<file path="config.mk">
export PLATFORM = sky130hd
export DESIGN_NAME = spi_master_interface
export DESIGN_NICKNAME = d
export VERILOG_FILES = /design/src/rtl/spi_master_interface.sv
export SDC_FILE = /design/constraint.sdc
export NUM_CORES = 1
export LEC_CHECK = 0
export BUFFER_PORTS_ARGS = -buffer_cell sky130_fd_sc_hd__buf_2
export CAP_MARGIN = 5
export CORE_ASPECT_RATIO = 1.1
export CORE_MARGIN = 5
export CORE_UTILIZATION = 35
export DETAILED_ROUTE_END_ITERATION = 16
export RECOVER_POWER = 25
export SLEW_MARGIN = 5
export SYNTH_ARGS = -nofsm -noshare
export SYNTH_HDL_FRONTEND = slang
export SYNTH_SLANG_ARGS = --single-unit
export TNS_END_PERCENT = 20
</file>
<file path="constraint.sdc">
create_clock -name clk -period 2.35 [get_ports clk]
set_input_delay 0.47 -clock clk [delete_from_list [all_inputs] [get_ports clk]]
set_output_delay 0.47 -clock clk [all_outputs]
set_load 0.02 [all_outputs]
</file>
<file path="src/rtl/spi_master_interface.sv">
// SPI initiator on the shared system clock: frames a 2-bit command plus 8-bit payload
// onto SS_n/MOSI and, for read-data commands, captures the 8-bit reply from MISO.
module spi_master_interface #(
  parameter int RD_WAIT = 2,
  parameter int ADDR_W  = 8
) (
  input  logic       clk,
  input  logic       rst,
  input  logic       cmd_valid,
  output logic       cmd_ready,
  input  logic [1:0] cmd,
  input  logic [7:0] cmd_data,
  output logic       SS_n,
  output logic       MOSI,
  input  logic       MISO,
  output logic [7:0] rd_data,
  output logic       rd_valid,
  output logic       busy
);

  localparam int         RD_WAIT_C  = (RD_WAIT < 1) ? 1 : ((RD_WAIT > 15) ? 15 : RD_WAIT);
  localparam logic [3:0] WAIT_INIT  = 4'(RD_WAIT_C - 1);
  localparam logic [3:0] SHIFT_INIT = 4'(ADDR_W + 1);

  localparam logic [2:0] ST_IDLE  = 3'd0;
  localparam logic [2:0] ST_SEL   = 3'd1;
  localparam logic [2:0] ST_SHIFT = 3'd2;
  localparam logic [2:0] ST_WAIT  = 3'd3;
  localparam logic [2:0] ST_RECV  = 3'd4;
  localparam logic [2:0] ST_END   = 3'd5;

  logic [2:0]        state_q, state_d;
  logic [3:0]        cnt_q, cnt_d;
  logic [ADDR_W+1:0] frame_q, frame_d;
  logic [7:0]        rx_q, rx_d;
  logic [7:0]        rd_data_q, rd_data_d;
  logic              rd_valid_q, rd_valid_d;
  logic              ss_n_q, ss_n_d;
  logic              mosi_q, mosi_d;
  logic              ready_q, ready_d;
  logic              busy_q, busy_d;

  always_comb begin
    state_d    = state_q;
    cnt_d      = cnt_q;
    frame_d    = frame_q;
    rx_d       = rx_q;
    rd_data_d  = rd_data_q;
    rd_valid_d = 1'b0;
    ss_n_d     = ss_n_q;
    mosi_d     = mosi_q;
    ready_d    = ready_q;
    busy_d     = busy_q;
    case (state_q)
      ST_IDLE: begin
        // ready comes up one cycle after reset releases; accept only once it is visible
        if (!ready_q) begin
          ready_d = 1'b1;
        end else if (cmd_valid) begin
          frame_d = {cmd, cmd_data};
          state_d = ST_SEL;
          ready_d = 1'b0;
          busy_d  = 1'b1;
          ss_n_d  = 1'b0;
          mosi_d  = cmd[1];
        end
      end
      ST_SEL: begin
        state_d = ST_SHIFT;
        cnt_d   = SHIFT_INIT;
        mosi_d  = frame_q[ADDR_W+1];
      end
      ST_SHIFT: begin
        if (cnt_q == 4'd0) begin
          mosi_d = 1'b0;
          if (frame_q[ADDR_W+1:ADDR_W] == 2'b11) begin
            state_d = ST_WAIT;
            cnt_d   = WAIT_INIT;
          end else begin
            state_d = ST_END;
            ss_n_d  = 1'b1;
          end
        end else begin
          cnt_d  = cnt_q - 4'd1;
          mosi_d = frame_q[cnt_q - 4'd1];
        end
      end
      ST_WAIT: begin
        if (cnt_q == 4'd0) begin
          state_d = ST_RECV;
          cnt_d   = 4'd7;
        end else begin
          cnt_d = cnt_q - 4'd1;
        end
      end
      ST_RECV: begin
        rx_d = {rx_q[6:0], MISO};
        if (cnt_q == 4'd0) begin
          state_d    = ST_END;
          ss_n_d     = 1'b1;
          rd_data_d  = {rx_q[6:0], MISO};
          rd_valid_d = 1'b1;
        end else begin
          cnt_d = cnt_q - 4'd1;
        end
      end
      ST_END: begin
        state_d = ST_IDLE;
        ready_d = 1'b1;
        busy_d  = 1'b0;
      end
      default: begin
        state_d = ST_IDLE;
        ss_n_d  = 1'b1;
        mosi_d  = 1'b0;
        ready_d = 1'b0;
        busy_d  = 1'b0;
      end
    endcase
  end

  always_ff @(posedge clk) begin
    if (rst) begin
      state_q    <= ST_IDLE;
      cnt_q      <= 4'd0;
      frame_q    <= '0;
      rx_q       <= 8'd0;
      rd_data_q  <= 8'd0;
      rd_valid_q <= 1'b0;
      ss_n_q     <= 1'b1;
      mosi_q     <= 1'b0;
      ready_q    <= 1'b0;
      busy_q     <= 1'b0;
    end else begin
      state_q    <= state_d;
      cnt_q      <= cnt_d;
      frame_q    <= frame_d;
      rx_q       <= rx_d;
      rd_data_q  <= rd_data_d;
      rd_valid_q <= rd_valid_d;
      ss_n_q     <= ss_n_d;
      mosi_q     <= mosi_d;
      ready_q    <= ready_d;
      busy_q     <= busy_d;
    end
  end

  assign cmd_ready = ready_q;
  assign SS_n      = ss_n_q;
  assign MOSI      = mosi_q;
  assign rd_data   = rd_data_q;
  assign rd_valid  = rd_valid_q;
  assign busy      = busy_q;

endmodule

</file>
# After elaboration in Yosys (flattened, before gate mapping)
# Cells that the tools add are included.
# W data, S select, Z words.
dict set report totals {
  reg_bits 37
  inputBits 14
}
dict set report classes {
  eq_ne 14
  n_reduce_logical 14
  n_addsub 1
  n_bitwise 4
  muxes 31
  magnitude_cmp 1
}
# operator n
set ops {}
lappend ops {{$mux W3} 6}
lappend ops {{$mux W4} 4}
lappend ops {{$pmux W4 S4} 1}
lappend ops {{$pmux W3 S5} 1}
lappend ops {{$mux W1} 14}
lappend ops {{$ne A2 B2 Y1 const B} 7}
lappend ops {{$reduce_and A3 Y1} 4}
lappend ops {{$pmux W1 S4} 2}
lappend ops {{$eq A3 B2 Y1 const B} 2}
lappend ops {{$eq A3 B3 Y1 const B} 2}
lappend ops {{$reduce_and A6 Y1} 1}
lappend ops {{$reduce_or A3 Y1} 2}
lappend ops {{$lt A4 B5 Y1 const B} 1}
lappend ops {{$reduce_and A5 Y1} 1}
lappend ops {{$bmux W1 S4} 1}
lappend ops {{$logic_not A4 Y1} 1}
lappend ops {{$not A1 Y1} 4}
lappend ops {{$reduce_bool A4 Y1} 1}
lappend ops {{$reduce_or A4 Y1} 1}
lappend ops {{$sub A4 B1 Y4 const B} 1}
lappend ops {{$eq A3 B1 Y1 const B} 1}
lappend ops {{$logic_not A3 Y1} 1}
lappend ops {{$ne A3 B3 Y1 const B} 1}
lappend ops {{$pmux W1 S3} 1}
lappend ops {{other kinds (4)} 4}

# Logic depth before layout (Yosys ltp)
dict set report depth {
  word_depth 5
  depth_mapped 8
}

# Worst setup path after synthesis
# No wires, ideal clock.
dict set report synth_timing {
  path_kind {register to register}
  start {register cnt_q[0]}
  end {register cnt_q[0]}
  slack_ps 605
  setup_ps 125
  stages_incl_launch_ff 9
  arrival_time_ps 1621
  t_required_ps 2225
  path_buffers 2
  cell_sequence {dfxtp_1 -> buf_4 -> inv_1 -> ha_1 -> or3b_1 -> buf_6 -> a21o_1 -> a211oi_2 -> a211oi_2}
}
dict set report synth_between {
  elab_chain_len 3
  elab_cells_between_ends 9
}
# element line_no
set synth_lines {}
lappend synth_lines {{from (decl)} 33} ;# logic [3:0] cnt_q, cnt_d;
lappend synth_lines {{from (signal assigned)} 136} ;# cnt_q <= cnt_d;
lappend synth_lines {{$sub A4 B1 Y4 or $logic_not A4 Y1 (tied branches)} -}
lappend synth_lines {{$mux W4, or another cell as far along} 98} ;# if (cnt_q == 4'd0) begin
lappend synth_lines {{$pmux W4 S4 or $reduce_and A3 Y1 (tied branches)} -}
# Several ways; a longest one is shown, not always the timed one. The select of a mux whose other input is x is not followed.
# A chain may end at the register's enable or synchronous reset.

# Worst setup path after layout
dict set report layout_timing {
  start {register cnt_q[1]}
  end {register cnt_q[3]}
}
# The elaborated chain is that of the path after synthesis.

==> impl_results.md <==
- Leakage: 0.777 nW
- Initial core utilization: 36.1%
- Compound-Gate Fraction of Synth Area: 20.4%
- Ant. Diodes: 0
- Final Net Count: 251
- Multiplexer share of the synthesized area: 10.3%
- Clock sinks: 37
- Synth cell types: 49
- Post-route minimum period: 1.88 ns
- Die height: 85.3 um
- DRT Wirelength: 3990 um
- Final Hold Fails: 0
- Mapped Area: 1810 um2
- Cell Count, Final, Fillers Out: 294
- Core Area: 5000 um2
- Cts hold-fix bufs: 0
- Synth Flop Type: dfxtp_1
- Net Count, Synth: 223
- Io pins: 27
- First-pass GRT wire length: 6780 um
- R2R depth: 6
- Final routed DRC violation total: 0
- Tot GR Track Use: 12.4%
- Die W: 78.5 um
- Critical Path Start: cnt_q[1]
- Clock Latency Late Sink: 0.29 ns
- Worst slew margin: 57.1%
- Detailed placement HPWL: 2890 um
- Largest net degree at the start of global routing: 21
- Commonest non-fill, non-tap cell in the layout: nand2_1
- Vias per inst: 5.30
- Layout cells sized above 1: 17.8%
- Worst path cell trace: inv_1 > ha_1 > nor3b_2 > nand2_1 > a211o_1 > and3_1
- CTS buffer count: 5
- Post-synthesis sequential area ratio: 41.0%
- Pwr Total: 2.79 mW
- EDFF count, synth: 0
- Critical path endpoint category: flop
- Drt pass-1 iters: 5
- Hold_sp: cmd_data[3]
- Commonest non-fill, non-tap cells in the layout: 39 x nand2_1, 37 x dfxtp_1, 19 x a21oi_1
- Crit path max fanout: 11
- Vias in the first global route: 1,450
- Final WS setup: 0.466 ns
- Area grow syn2layout: 16.0%
- CTS Root Cell: clkbuf_8
- GRT overflow: 0
- Clock slew at reported path FFs: 0.08 ns
- Resized cells post-CTS: 0
- Final ANT Viol Nets: 0
- Port Buffers: 26
- Clock Skew: 0.00649 ns
- Dpl ws: 0.499 ns
- Worst hold stages: 3
- Vias: 1,557
- Worst hold slack: 0.409 ns
- Simple-Gate Fraction of Synth Area: 21.1%
- Area of the multi-input gates: 971 um2
- Max_cap viols: 0
- Die ar.: 6700 um2
- Critical Path AT: 2.07 ns
- CTS tree: built
- Max Root-Sink Buffers: 2
- Pins Over Slew Limit: 0
- Ys async rst share: 0%
- Critical path class: flop to flop
- H-tree depth: 2
- Iter 0 DRT Violations: 87
- Synth Area in Adders: 1.39%
- Slew @ Worst Pin: 0.640 ns
- Site row count: 27
- Power density cells: 1330 nW/um2
- Run status: finished clean
- Register bit count reported by yosys: 37
- Worst reg2reg path startpoint: cnt_q[1]
- HP Class: primary input to flop
- XOR/XNOR share of the synthesized area: 0.485%
- Cell Area, Placed: 2000 um2
- Worst path slowest cell: nor3b_2
- Peak supply drop: 0.652 mV
- Initial antenna violation count: 0
- # fillers: 528
- Util after Layout: 41.9%
- Syn_area_per_cell: 8.72 um2
- Ys Warns: 0
- Seq. cell area: 741 um2
- Maximum clock rate: 531 MHz
- Post-Synthesis Cells: 207
- Crit share post-route: 80.2%
- Unrepaired setup endpoints after global routing: no
- Setup TNS: 0 ns
- Placed cell count: 286
- Final RePlAce weighted congestion: 0.849
- Post-CTS Repair Setup Buffers: 0
- Required @ worst endpoint: 2.54 ns
- Worst setup SP type: flop
- Largest family of logic cells by synthesized area: simple AND/OR/NAND/NOR gates
- Final setup fails: 0
- Slowest stage delay, CP: 0.54 ns
- DR WL/cell: 13.6 um
- Design area: 2090 um2
## routing by layer
metal,global-route usage [%],part of all wire [%],wire length [um],up-vias
met5,0,0,0,-
met4,3.50,0.95,38,0
met3,3.40,4.3,173,5
met1,15.1,45,1810,736
met2,21.6,49,1980,27
li1,-,-,-,789
## registers in the layout, indices dropped and copies added (netlist names)
name / count
rd_data: 8
cmd_ready: 1
SS_n: 1
rd_valid: 1
cnt_q: 4
busy: 1
rx_q: 7
state_q: 3
frame_q: 10
MOSI: 1
## critical path: cells and delay by family (launching register included)
| family | cells | cell delay [ns] |
|---|---|---|
| AND/OR/NAND/NOR | 3 | 0.89 |
| flip-flops | 1 | 0.33 |
| AO/OA/AOI/OAI | 1 | 0.30 |
| adder cells (fa/ha/maj) | 1 | 0.16 |
| buffers and inverters | 1 | 0.10 |
## power breakdown
group          internal (mW)  switching (mW)
logic                  0.550           0.775
registers              0.750           0.161
clock network          0.318           0.238
total                   1.62            1.17
## cell usage after synthesis, types with 2 or more instances
library cell / number / share of area (%)
clkbuf_1: 3 / 0.62
a21oi_1: 19 / 5.3
a21o_1: 2 / 0.83
o211ai_1: 2 / 0.83
a211oi_1: 2 / 0.83
a211oi_2: 2 / 1.4
nor2b_1: 2 / 0.69
buf_2: 6 / 1.7
mux2i_1: 13 / 7.2
o21ai_1: 3 / 0.83
or3b_1: 2 / 0.97
nor2_1: 16 / 3.3
nand3_1: 2 / 0.55
nand2b_1: 4 / 1.4
and3_1: 2 / 0.69
a31oi_1: 5 / 1.7
mux4_2: 2 / 2.5
buf_4: 2 / 0.83
inv_1: 6 / 1.2
nor3b_2: 2 / 1.4
dfxtp_1: 37 / 41
o21ai_0: 5 / 1.4
nand2_1: 39 / 8.1
a2bb2oi_1: 2 / 0.97
ha_1: 2 / 1.4
nand4_1: 2 / 0.69
## path summary, 6_finish.rpt
kind,end,slack (ns)
hold / removal,frame_q[3],0.41
setup reg to reg,cnt_q[3],0.47
setup / recovery,cnt_q[3],0.47
hold reg to reg,rd_data[2],0.46
## cell families after synthesis
logic type | after synthesis
simple gates | 78
xor+xnor | 1
mux | 16
buf+inv | 19
flops | 37
compound gates | 54
fa+ha+maj | 2
## final cells by class
class | count | share of cell area, %
inverters | 6 | 1.08
clock buffers | 5 | 3.29
multi-input cells | 151 | 46.4
flip-flops and latches | 37 | 35.4
clock inverters | 3 | 2.09
well taps | 58 | 3.46
repair buffers | 34 | 8.36
(Power assumes the default switching activity.)
